<file path="config.mk">
export PLATFORM = sky130hd
export DESIGN_NAME = video_timing_gen
export DESIGN_NICKNAME = d
export VERILOG_FILES = /design/src/rtl/video_timing_gen_pkg.sv /design/src/rtl/video_timing_gen_sync_counter.sv /design/src/rtl/video_timing_gen.sv
export SDC_FILE = /design/constraint.sdc
export NUM_CORES = 1
export LEC_CHECK = 0
export CAP_MARGIN = 10
export CORE_ASPECT_RATIO = 1.4
export CORE_MARGIN = 2
export CORE_UTILIZATION = 58
export DETAILED_ROUTE_END_ITERATION = 7
export GPL_TIMING_DRIVEN = 0
export PLACE_DENSITY = 0.81
export SLEW_MARGIN = 5
export SYNTH_ARGS = -nofsm -noshare
export SYNTH_HDL_FRONTEND = slang
export SYNTH_SLANG_ARGS = --single-unit
</file>
<file path="constraint.sdc">
create_clock -name pxlclk -period 3.72 [get_ports pxlclk]
set_clock_uncertainty 0.05 [all_clocks]
set_input_delay 0.558 -clock pxlclk [delete_from_list [all_inputs] [get_ports pxlclk]]
set_output_delay 0.558 -clock pxlclk [all_outputs]
set_load 0.1 [all_outputs]
</file>
<file path="src/rtl/video_timing_gen_pkg.sv">
// Shared video timing definitions: 640x480@60 constants, coordinate width,
// controller state encoding and the per-axis decode bundle.
package video_timing_gen_pkg;

  localparam int COORD_W   = 12;
  localparam int COORD_MAX = (1 << COORD_W) - 1;

  localparam int VGA_H_ACTIVE = 640;
  localparam int VGA_H_FP     = 16;
  localparam int VGA_H_SYNC   = 96;
  localparam int VGA_H_BP     = 48;
  localparam int VGA_V_ACTIVE = 480;
  localparam int VGA_V_FP     = 10;
  localparam int VGA_V_SYNC   = 2;
  localparam int VGA_V_BP     = 33;

  typedef logic [COORD_W-1:0] coord_t;

  typedef enum logic [1:0] {
    ST_IDLE  = 2'd0,
    ST_RUN   = 2'd1,
    ST_DRAIN = 2'd2
  } vtg_state_e;

  // One axis worth of counter state and decode, produced by sync_counter.
  typedef struct packed {
    coord_t cnt;
    logic   wrap;
    logic   active;
    logic   active_nxt;
    logic   sync;
  } axis_t;

  function automatic coord_t to_coord(input int v);
    return coord_t'(v);
  endfunction

endpackage

</file>
<file path="src/rtl/video_timing_gen_sync_counter.sv">
// One timing axis: wrapping position counter plus active-region and sync decode.
// active_nxt looks at the value the counter will hold after this edge.
module sync_counter
  import video_timing_gen_pkg::*;
#(
  parameter int   ACTIVE = VGA_H_ACTIVE,
  parameter int   FP     = VGA_H_FP,
  parameter int   SYNC   = VGA_H_SYNC,
  parameter int   BP     = VGA_H_BP,
  parameter logic POL    = 1'b0
) (
  input  logic  gclk,
  input  logic  grst_n,
  input  logic  clr,
  input  logic  inc,
  output axis_t ax
);

  localparam int     TOTAL    = ACTIVE + FP + SYNC + BP;
  localparam coord_t LAST     = to_coord(TOTAL - 1);
  localparam coord_t ACT_END  = to_coord(ACTIVE);
  localparam coord_t SYNC_BEG = to_coord(ACTIVE + FP);
  localparam coord_t SYNC_END = to_coord(ACTIVE + FP + SYNC);

  coord_t cnt;
  coord_t cnt_nxt;
  logic   wrap;
  logic   in_sync;

  assign wrap    = (cnt == LAST);
  assign in_sync = (cnt >= SYNC_BEG) && (cnt < SYNC_END);

  always_comb begin
    cnt_nxt = cnt;
    if (clr)      cnt_nxt = '0;
    else if (inc) cnt_nxt = wrap ? '0 : cnt + coord_t'(1);
  end

  always_ff @(posedge gclk or negedge grst_n) begin
    if (!grst_n) cnt <= '0;
    else         cnt <= cnt_nxt;
  end

  assign ax = '{
    cnt:        cnt,
    wrap:       wrap,
    active:     (cnt < ACT_END),
    active_nxt: (cnt_nxt < ACT_END),
    sync:       (in_sync ? POL : ~POL)
  };

endmodule

</file>
<file path="src/rtl/video_timing_gen.sv">
// Raster timing generator: two sync_counter axes, IDLE/RUN/DRAIN run control,
// registered video outputs, one-cycle-early pixel request and underflow flag.
module video_timing_gen
  import video_timing_gen_pkg::*;
#(
  parameter int   H_ACTIVE  = VGA_H_ACTIVE,
  parameter int   H_FP      = VGA_H_FP,
  parameter int   H_SYNC    = VGA_H_SYNC,
  parameter int   H_BP      = VGA_H_BP,
  parameter int   V_ACTIVE  = VGA_V_ACTIVE,
  parameter int   V_FP      = VGA_V_FP,
  parameter int   V_SYNC    = VGA_V_SYNC,
  parameter int   V_BP      = VGA_V_BP,
  parameter logic HSYNC_POL = 1'b0,
  parameter logic VSYNC_POL = 1'b0
) (
  input  logic               pxlclk,
  input  logic               rstn,
  input  logic               en,
  input  logic               pix_valid,
  input  logic               clr_underflow,
  output logic               hsync,
  output logic               vsync,
  output logic               dena,
  output logic [COORD_W-1:0] x,
  output logic [COORD_W-1:0] y,
  output logic               pix_req,
  output logic               frame_start,
  output logic               busy,
  output logic               underflow
);

  vtg_state_e state;
  axis_t      h_ax;
  axis_t      v_ax;
  logic       run;
  logic       last;
  logic       next_run;
  logic       act;

  assign run  = (state != ST_IDLE);
  assign last = h_ax.wrap && v_ax.wrap;
  assign act  = run && h_ax.active && v_ax.active;
  // Whether the counters will be live after this edge; the only way out of
  // RUN/DRAIN is finishing the last cycle of a frame with en low.
  assign next_run = run ? !(last && !en) : en;
  assign busy = run;

  sync_counter #(
    .ACTIVE (H_ACTIVE),
    .FP     (H_FP),
    .SYNC   (H_SYNC),
    .BP     (H_BP),
    .POL    (HSYNC_POL)
  ) u_h (
    .gclk   (pxlclk),
    .grst_n (rstn),
    .clr    (!run),
    .inc    (run),
    .ax     (h_ax)
  );

  sync_counter #(
    .ACTIVE (V_ACTIVE),
    .FP     (V_FP),
    .SYNC   (V_SYNC),
    .BP     (V_BP),
    .POL    (VSYNC_POL)
  ) u_v (
    .gclk   (pxlclk),
    .grst_n (rstn),
    .clr    (!run),
    .inc    (run && h_ax.wrap),
    .ax     (v_ax)
  );

  always_ff @(posedge pxlclk or negedge rstn) begin
    if (!rstn) begin
      state <= ST_IDLE;
    end else begin
      case (state)
        ST_IDLE:  if (en) state <= ST_RUN;
        ST_RUN:   if (!en) state <= last ? ST_IDLE : ST_DRAIN;
        ST_DRAIN: begin
          if (en)        state <= ST_RUN;
          else if (last) state <= ST_IDLE;
        end
        default:  state <= ST_IDLE;
      endcase
    end
  end

  always_ff @(posedge pxlclk or negedge rstn) begin
    if (!rstn) begin
      dena        <= 1'b0;
      hsync       <= ~HSYNC_POL;
      vsync       <= ~VSYNC_POL;
      x           <= '0;
      y           <= '0;
      frame_start <= 1'b0;
      pix_req     <= 1'b0;
      underflow   <= 1'b0;
    end else begin
      dena        <= act;
      hsync       <= run ? h_ax.sync : ~HSYNC_POL;
      vsync       <= run ? v_ax.sync : ~VSYNC_POL;
      x           <= act ? h_ax.cnt : '0;
      y           <= act ? v_ax.cnt : '0;
      frame_start <= run && (h_ax.cnt == '0) && (v_ax.cnt == '0);
      pix_req     <= next_run && h_ax.active_nxt && v_ax.active_nxt;
      // Set has priority over clear.
      underflow   <= (dena && !pix_valid) || (underflow && !clr_underflow);
    end
  end

endmodule

</file>
==> results of run 1 <==
final cells by class:
cell class | count | share of cell area (%)
clock inverter | 2 | 0.526
tap | 60 | 2.43
timing repair buffer | 36 | 11.8
sequential | 56 | 45.4
clock buffer | 6 | 2.35
buffer | 13 | 1.66
multi-input combinational | 166 | 34.3
inverter | 13 | 1.58
kinds of logic (layout without fill, tap and decap cells):
family	Yosys count	count (layout)	synth area share (%)
buffers and inverters	26	70	3.93
flip-flops	56	56	55.1
adder cells (fa/ha/maj)	5	5	2.45
XOR/XNOR	18	18	6.18
AO/OA/AOI/OAI	22	22	6.08
AND/OR/NAND/NOR	114	114	25.3
multiplexers	2	2	0.834
other	1	5	0.147
metal layers:
layer  GRT usage, %  routed length (um)
met1           29.2                2120
met2           37.7                2590
met3           4.67                 207
met4           11.8                 182
met5              0                   0
worst register-to-register path, stage by stage, from the launching register on:
cell                       delay, ns
sky130_fd_sc_hd__dfrtp_1        0.45
sky130_fd_sc_hd__ha_1           0.23
sky130_fd_sc_hd__nand3_1        0.28
sky130_fd_sc_hd__nor4_1         0.72
sky130_fd_sc_hd__a21o_1         0.23
sky130_fd_sc_hd__clkbuf_1       0.36
sky130_fd_sc_hd__o21bai_1       0.18
sky130_fd_sc_hd__o211a_1        0.17
synth_stat cells (2+ instances only):
library cell | n | share of area [%]
sky130_fd_sc_hd__dfrtp_1 | 54 | 53
sky130_fd_sc_hd__nor2_1 | 25 | 3.7
sky130_fd_sc_hd__and2_1 | 20 | 4.9
sky130_fd_sc_hd__inv_1 | 12 | 1.8
sky130_fd_sc_hd__xnor2_1 | 12 | 4.1
sky130_fd_sc_hd__clkbuf_1 | 11 | 1.6
sky130_fd_sc_hd__nand3_1 | 11 | 2.2
sky130_fd_sc_hd__nand2_1 | 9 | 1.3
sky130_fd_sc_hd__nor3_1 | 9 | 1.8
sky130_fd_sc_hd__nor4_1 | 8 | 2.0
sky130_fd_sc_hd__or4_1 | 7 | 2.1
sky130_fd_sc_hd__xor2_1 | 6 | 2.1
sky130_fd_sc_hd__and3_1 | 5 | 1.2
sky130_fd_sc_hd__ha_1 | 5 | 2.5
sky130_fd_sc_hd__nand4_1 | 5 | 1.2
sky130_fd_sc_hd__o21ai_0 | 5 | 0.98
sky130_fd_sc_hd__or3_1 | 4 | 0.98
sky130_fd_sc_hd__a21o_1 | 3 | 0.88
sky130_fd_sc_hd__a211oi_1 | 2 | 0.59
sky130_fd_sc_hd__a21oi_1 | 2 | 0.39
sky130_fd_sc_hd__buf_2 | 2 | 0.39
sky130_fd_sc_hd__dfstp_2 | 2 | 2.1
sky130_fd_sc_hd__o22ai_1 | 2 | 0.49
sky130_fd_sc_hd__or3b_2 | 2 | 0.69
power breakdown:
group	switching [mW]	internal (mW)	leakage [nW]
Combinational	0.190	0.0607	0.583
Sequential	0.0150	0.634	0.746
Clock	0.194	0.134	0.0414
metrics by stage:
stage,cells,util (%)
5_1_grt,352,73.0
3_5_place_dp,344,70.9
2_1_floorplan,248,-
6_report,352,73.0
3_3_place_gp,343,70.5
4_1_cts,352,73.0
sequential cells by signal, indices dropped and copies added, names as in the netlist:
name	count
u_h.cnt	12
u_v.cnt	12
x	12
y	12
state	2
dena	1
frame_start	1
hsync	1
pix_req	1
underflow	1
vsync	1
worst min path at each step:
stage	startpoint	to	slack (ns)
after global placement	state[1]	state[0]	0.43
after global routing	rstn	x[3]	0.20
final	rstn	x[3]	0.16
after detailed placement	state[1]	state[0]	0.43
after CTS	rstn	x[3]	0.17
after floorplan	rstn	dena	0.21
placed cells by master, fill, tap and decap left out, drive strengths merged, types with 3 or more instances in the layout:
master | synthesis | final
nand2 | 9 | 9
conb | 1 | 5
and2 | 20 | 20
o21ai | 5 | 5
buf | 2 | 4
nor3 | 10 | 10
nand3 | 11 | 11
or3 | 4 | 4
dfrtp | 54 | 54
clkdlybuf4s50 | 0 | 34
clkbuf | 11 | 17
xnor2 | 12 | 12
nor2 | 25 | 25
xor2 | 6 | 6
nand4 | 5 | 5
or4 | 8 | 8
nor4 | 9 | 9
ha | 5 | 5
inv | 12 | 12
and3 | 5 | 5
a21o | 3 | 3
==> flow_summary.rst, run 1 <==
.. list-table::
   :header-rows: 1

   * - Metric
     - Value
   * - Status
     - complete, no violations
   * - Total track usage
     - 23.3%
   * - Unrepaired setup endpoints after global routing
     - false
   * - Share of final-layout standard cells stronger than drive strength 1
     - 6.51%
   * - RePlAce Congestion
     - 0.940
   * - DRC violation count after routing
     - 0
   * - Highest clock rate
     - 0.293 GHz
   * - Total congestion overflow after global routing
     - 0
   * - Critical path start-end classification
     - reg -> out
   * - Number of global-route vias before repair
     - 1764
   * - Quantity of I/O buffers inserted on ports
     - 35
   * - Hold/Removal Path Class
     - in -> async
   * - Largest delay contributor family on the critical path
     - buffers and inverters
   * - Standard cell core area
     - 4240 um^2
   * - Diode insertion count for antenna repair
     - 0
   * - Slew of the pin with the lowest slew margin
     - 0.985 ns
   * - Post-synth top flop
     - sky130_fd_sc_hd__dfrtp_1
   * - Number of storage elements in the synthesis netlist
     - 56
   * - Ys async rst share
     - 100%
   * - Worst path buffer plus inverter count
     - 2
   * - Count of filler cells inserted in the layout
     - 315
   * - Sink Count
     - 56
   * - WP data arrival
     - 2.81 ns
   * - Gate Count Post-Synth
     - 244
   * - Part of the Yosys area used for sequential elements
     - 55.1%
   * - Die Width
     - 60.0 um
   * - Max Transition Viols Final
     - 0
   * - Time the worst path needs with I/O delays and setup
     - 3.42 ns
   * - Sum of negative setup slack
     - 0 ns
   * - Nets
     - 301
   * - TritonCTS clock tree
     - yes
   * - Post-CTS clock slew at the launch and capture registers of the worst setup and hold paths
     - 0.10 ns
   * - Height of the die
     - 82.5 um
   * - Count of buffers added by post-CTS timing repair for setup
     - 0
   * - Number of synthesized flops with an enable pin
     - 0
   * - Final worst slack
     - 0.303 ns
   * - Via count normalized by instance count
     - 5.41
   * - H-tree depth
     - 2
   * - Storage element area
     - 1400 um^2
   * - Final Setup Violations
     - 0
   * - Area of the die
     - 4950 um^2
   * - Via Count
     - 1903
   * - Library cell used as clock root buffer
     - sky130_fd_sc_hd__clkbuf_8
   * - Share of the clock period used by the worst path
     - 91.8%
   * - Wire length of the first global-routing pass
     - 8.36 mm
   * - Site Rows
     - 28
   * - Hpwl dp
     - 3.65 mm
   * - Clock buffers created by TritonCTS
     - 5
   * - Routed length per instance
     - 14.5 um
   * - Worst hold slack across all endpoints
     - 0.163 ns
   * - Total detailed-routing wirelength
     - 5.10 mm
   * - Mapped Area
     - 2550 um^2
   * - Max Buffers Root-to-Sink
     - 2
   * - Number of top-level pins
     - 36
   * - Launch instance of the worst register-to-register path
     - u_h.cnt[0]
   * - TritonRoute pass-1 iters
     - 4
   * - Sort of element at the end of the critical path
     - primary output
   * - Starting density of the core
     - 60.2%
   * - Setup WS pre-CTS
     - 0.679 ns
   * - Cell area after layout
     - 3090 um^2
   * - Count of different cell masters after synthesis
     - 45
   * - Clock insertion delay at the later pin of the skew report
     - 0.32 ns
   * - Worst reg2reg setup slack
     - 1.00 ns
   * - Antenna violations before repair
     - 0
   * - Post-cts repair resize count
     - 0
   * - Area of the multi-input gates
     - 1060 um^2
   * - Drt initial violations
     - 108
   * - CP peak stage delay
     - 1.07 ns
   * - Worst-path cell chain
     - nor2_1 -> clkinv_1 -> clkdlybuf4s50_1
   * - Required time of the worst setup path
     - 3.11 ns
   * - Power density relative to cell area
     - 397 nW/um^2
   * - Synthesis-to-layout area growth
     - 21.3%
   * - Capturing instance or port of the critical path
     - busy
   * - Fin. Hold Viols
     - 0
   * - Crit path depth
     - 3
   * - Maximum number of pins on one net before global-route repair
     - 35
   * - Startpoint type of the worst setup path
     - register
   * - Mean instance size in the synthesized netlist
     - 10.5 um^2
   * - Placed cell areas
     - 3010 um^2
   * - Destination of the worst register-to-register timing path
     - pix_req
   * - Total design power
     - 1.23 mW
   * - Highest fanout seen on the critical path
     - 10
   * - Count of yosys warnings during synthesis
     - 0
   * - Cell type of the slowest stage on the worst timing path
     - sky130_fd_sc_hd__clkdlybuf4s50_1
   * - Worst Reg-to-Reg Cells
     - 7
   * - Highest ir drop seen on vdd
     - 0.000329 V
   * - Relative slew slack
     - 34.1%
   * - Max-cap violation count
     - 0
   * - Critical Path Start
     - state[1]
   * - Leakage
     - 1.37 nW
   * - Post-route antenna net violation count
     - 0
   * - Number of buffers inserted for hold repair after clock tree synthesis
     - 0
Note: power is estimated with default switching activity, not from simulation.
==> inputs of run 2 (changes only) <==
--- a/constraint.sdc
+++ b/constraint.sdc
@@ -3,3 +3,3 @@
 set_input_delay 0.558 -clock pxlclk [delete_from_list [all_inputs] [get_ports pxlclk]]
 set_output_delay 0.558 -clock pxlclk [all_outputs]
-set_load 0.1 [all_outputs]
+set_load 0.02 [all_outputs]
==> results of run 2 <==
Same layout as run 1 (identical final DEF). Status: complete, no violations.
Main changes from that run: setup slack after placement 0.679 ns -> 1.03 ns; setup slack after layout 0.303 ns -> 0.735 ns; total power 1.23 mW -> 1.13 mW; worst IR drop on VDD 0.000329 V -> 0.000319 V
==> inputs of run 3 (changes only) <==
CORE_UTILIZATION = 54   (was 58)
PLACE_DENSITY = 0.76   (was 0.81)
clock period = 3.1 ns   (was 3.72 ns; I/O delays follow)
==> run 3 against run 2 <==
  * Via count decreased by 0.16%
  * Combinational power increased by 20%
  * Sequential cell count unchanged
  * Clock-buffer cell count decreased by 1
  * Sequential share of layout area decreased by 0.74 points
  * Hold slack got worse by 0.14 ns
  * Sequential power increased by 20%
  * Power increased by 35%
  * Non-clock buffer count unchanged
  * Cell area increased by 1.7%
  * Critical endpoint unchanged
  * Largest power group unchanged
==> flow_summary.rst, run 3 (synthesis results as in run 1) <==
.. list-table::
   :header-rows: 1

   * - Metric
     - Value
   * - Clock buffers created by TritonCTS
     - 5 (unchanged)
   * - H-tree depth
     - 2 (unchanged)
   * - Required time of the worst setup path
     - 2.58 ns (-0.53 ns)
   * - Wire length of the first global-routing pass
     - 8.58 mm (+2.6%)
   * - Share of the clock period used by the worst path
     - 93.4%
   * - Via Count
     - 1900 (-0.16%)
   * - Height of the die
     - 85.3 um (+3.5%)
   * - RePlAce Congestion
     - 0.916 (-2.5%)
   * - Cell area after layout
     - 3150 um^2 (+1.7%)
   * - Power density relative to cell area
     - 484 nW/um^2
   * - Number of top-level pins
     - 36 (unchanged)
   * - TritonRoute pass-1 iters
     - 4 (unchanged)
   * - Placed Cells incl. Taps
     - 346 (+0.58%)
   * - Count of buffers added by post-CTS timing repair for setup
     - 0 (unchanged)
   * - Slew of the pin with the lowest slew margin
     - 0.726 ns
   * - Synthesis-to-layout area growth
     - 23.4%
   * - TritonCTS clock tree
     - yes
   * - Launch instance of the worst register-to-register path
     - u_h.cnt[1]
   * - Leakage
     - 1.40 nW (+2.0%)
   * - Status
     - complete, no violations
   * - Hold/Removal Path Class
     - in -> async
   * - Library cell used as clock root buffer
     - sky130_fd_sc_hd__clkbuf_8
   * - Highest fanout seen on the critical path
     - 10 (unchanged)
   * - DRC violation count after routing
     - 0 (unchanged)
   * - Post-route antenna net violation count
     - 0 (unchanged)
   * - Highest ir drop seen on vdd
     - 0.000360 V
   * - Storage element area
     - 1400 um^2 (unchanged)
   * - Startpoint type of the worst setup path
     - register
   * - Time the worst path needs with I/O delays and setup
     - 2.90 ns
   * - Worst hold slack across all endpoints
     - 0.0204 ns (-0.142 ns)
   * - Post-CTS clock slew at the launch and capture registers of the worst setup and hold paths
     - 0.10 ns (about the same)
   * - Critical Path Start
     - state[1]
   * - Max Buffers Root-to-Sink
     - 2 (unchanged)
   * - Maximum number of pins on one net before global-route repair
     - 41 (+17%)
   * - Site Rows
     - 29 (+3.6%)
   * - Diode insertion count for antenna repair
     - 0 (unchanged)
   * - Most used cells in the layout excluding fill and tap cells
     - sky130_fd_sc_hd__dfrtp_1, sky130_fd_sc_hd__clkdlybuf4s50_1, sky130_fd_sc_hd__nor2_1
   * - Critical path start-end classification
     - reg -> out
   * - Post-cts repair resize count
     - 0 (unchanged)
   * - Clock insertion delay at the later pin of the skew report
     - 0.32 ns (about the same)
   * - Relative slew slack
     - 51.4%
   * - Unrepaired setup endpoints after global routing
     - false
   * - Hpwl dp
     - 3.76 mm (+2.9%)
   * - Final Setup Violations
     - 0 (unchanged)
   * - Sort of element at the end of the critical path
     - primary output
   * - Total detailed-routing wirelength
     - 5.09 mm (-0.20%)
   * - Routed length per instance
     - 14.4 um (-0.76%)
   * - Number of buffers inserted for hold repair after clock tree synthesis
     - 0 (unchanged)
   * - Area of the die
     - 5300 um^2 (+7.0%)
   * - Via count normalized by instance count
     - 5.37 (-0.72%)
   * - Nets
     - 301 (unchanged)
   * - Max-cap violation count
     - 0 (unchanged)
   * - Total track usage
     - 22.2% (-1.1 points)
   * - Max Transition Viols Final
     - 0 (unchanged)
   * - Count of filler cells inserted in the layout
     - 377 (+20%)
   * - Highest clock rate
     - 0.345 GHz
   * - Most common library cell in the layout ignoring fill and taps
     - sky130_fd_sc_hd__dfrtp_1
   * - Core occupancy in the finished layout
     - 69.4% (-3.6 points)
   * - Cell type of the slowest stage on the worst timing path
     - sky130_fd_sc_hd__clkdlybuf4s50_1
   * - Placed cell areas
     - 3010 um^2 (about the same)
   * - Drt initial violations
     - 56 (-48%)
   * - Fin. Hold Viols
     - 0 (unchanged)
   * - Number of global-route vias before repair
     - 1774 (+0.57%)
   * - Total congestion overflow after global routing
     - 0 (unchanged)
   * - Share of final-layout standard cells stronger than drive strength 1
     - 6.85% (+0.34 points)
   * - Area of the multi-input gates
     - 1060 um^2 (unchanged)
   * - Die Width
     - 62.1 um (+3.4%)
   * - Quantity of I/O buffers inserted on ports
     - 35 (unchanged)
   * - WP data arrival
     - 2.38 ns
   * - Final instance count without filler cells
     - 354 (+0.57%)
   * - Sink Count
     - 56 (unchanged)
   * - Standard cell core area
     - 4540 um^2 (+7.0%)
   * - Starting density of the core
     - 56.2% (-3.9 points)
   * - CP peak stage delay
     - 0.64 ns
   * - Worst-path cell chain
     - nor2_1 -> clkinv_1 -> clkdlybuf4s50_1
   * - Antenna violations before repair
     - 0 (unchanged)
run 3: changes by cell type in the layout (fill, tap and decap cells not counted):
cell                         previous run  this run
sky130_fd_sc_hd__inv_6                  0         1
sky130_fd_sc_hd__clkinv_4               1         0
sky130_fd_sc_hd__clkbuf_1              12        11
sky130_fd_sc_hd__bufinv_16              0         2
sky130_fd_sc_hd__clkinvlp_4             1         0
run 3: layout make-up:
cell class | instances | area share [%]
plain buffers | 13 | 1.63
repair buffers | 36 | 11.6
multi-input cells | 166 | 33.7
inverters | 13 | 1.55
well taps | 62 | 2.47
clock inverters | 3 | 2.19
clock buffers | 5 | 2.19
flip-flops and latches | 56 | 44.6
run 3: path summary, 6_finish.rpt:
kind	end	slack (ns)	cells after the start
max in group asynchronous	vsync	2.39	2
worst min-delay path	u_v.cnt[7]	0.02	1
worst min register to register	state[0]	0.44	1
worst max-delay path	busy	0.20	3
min in group pxlclk	state[0]	0.44	1
worst max register to register	pix_req	0.40	7
run 3: critical path: cells and delay by family (launching register included):
| family | cells | cell delay (ns) |
|---|---|---|
| DFF | 1 | 0.41 |
| and+or+nand+nor | 1 | 0.58 |
| buffers and inverters | 2 | 1.08 |
run 3: per-stage QoR:
step / setup TNS, ns / setup slack, ns / total power [mW]
6_report: 0 / 0.205 / 1.52
2_1_floorplan: 0 / 0.651 / 0.887
3_5_place_dp: 0 / 0.438 / 0.975
3_3_place_gp: -4.68 / -0.0902 / 0.968
5_1_grt: 0 / 0.0908 / 1.58
4_1_cts: 0 / 0.242 / 1.53
run 3: routing by layer:
layer	GRT usage [%]	part of all wire, %	wire length [um]	vias to the layer above
met5	0	0	0	-
met4	8.70	2.8	144	0
met3	5.34	3.2	162	10
met2	34.5	51	2620	40
met1	29.3	43	2170	928
li1	-	-	-	922
run 3: power by group:
part	switching (mW)	internal, mW
Clock	0.237	0.325
Combinational	0.104	0.0736
Sequential	0.0201	0.761
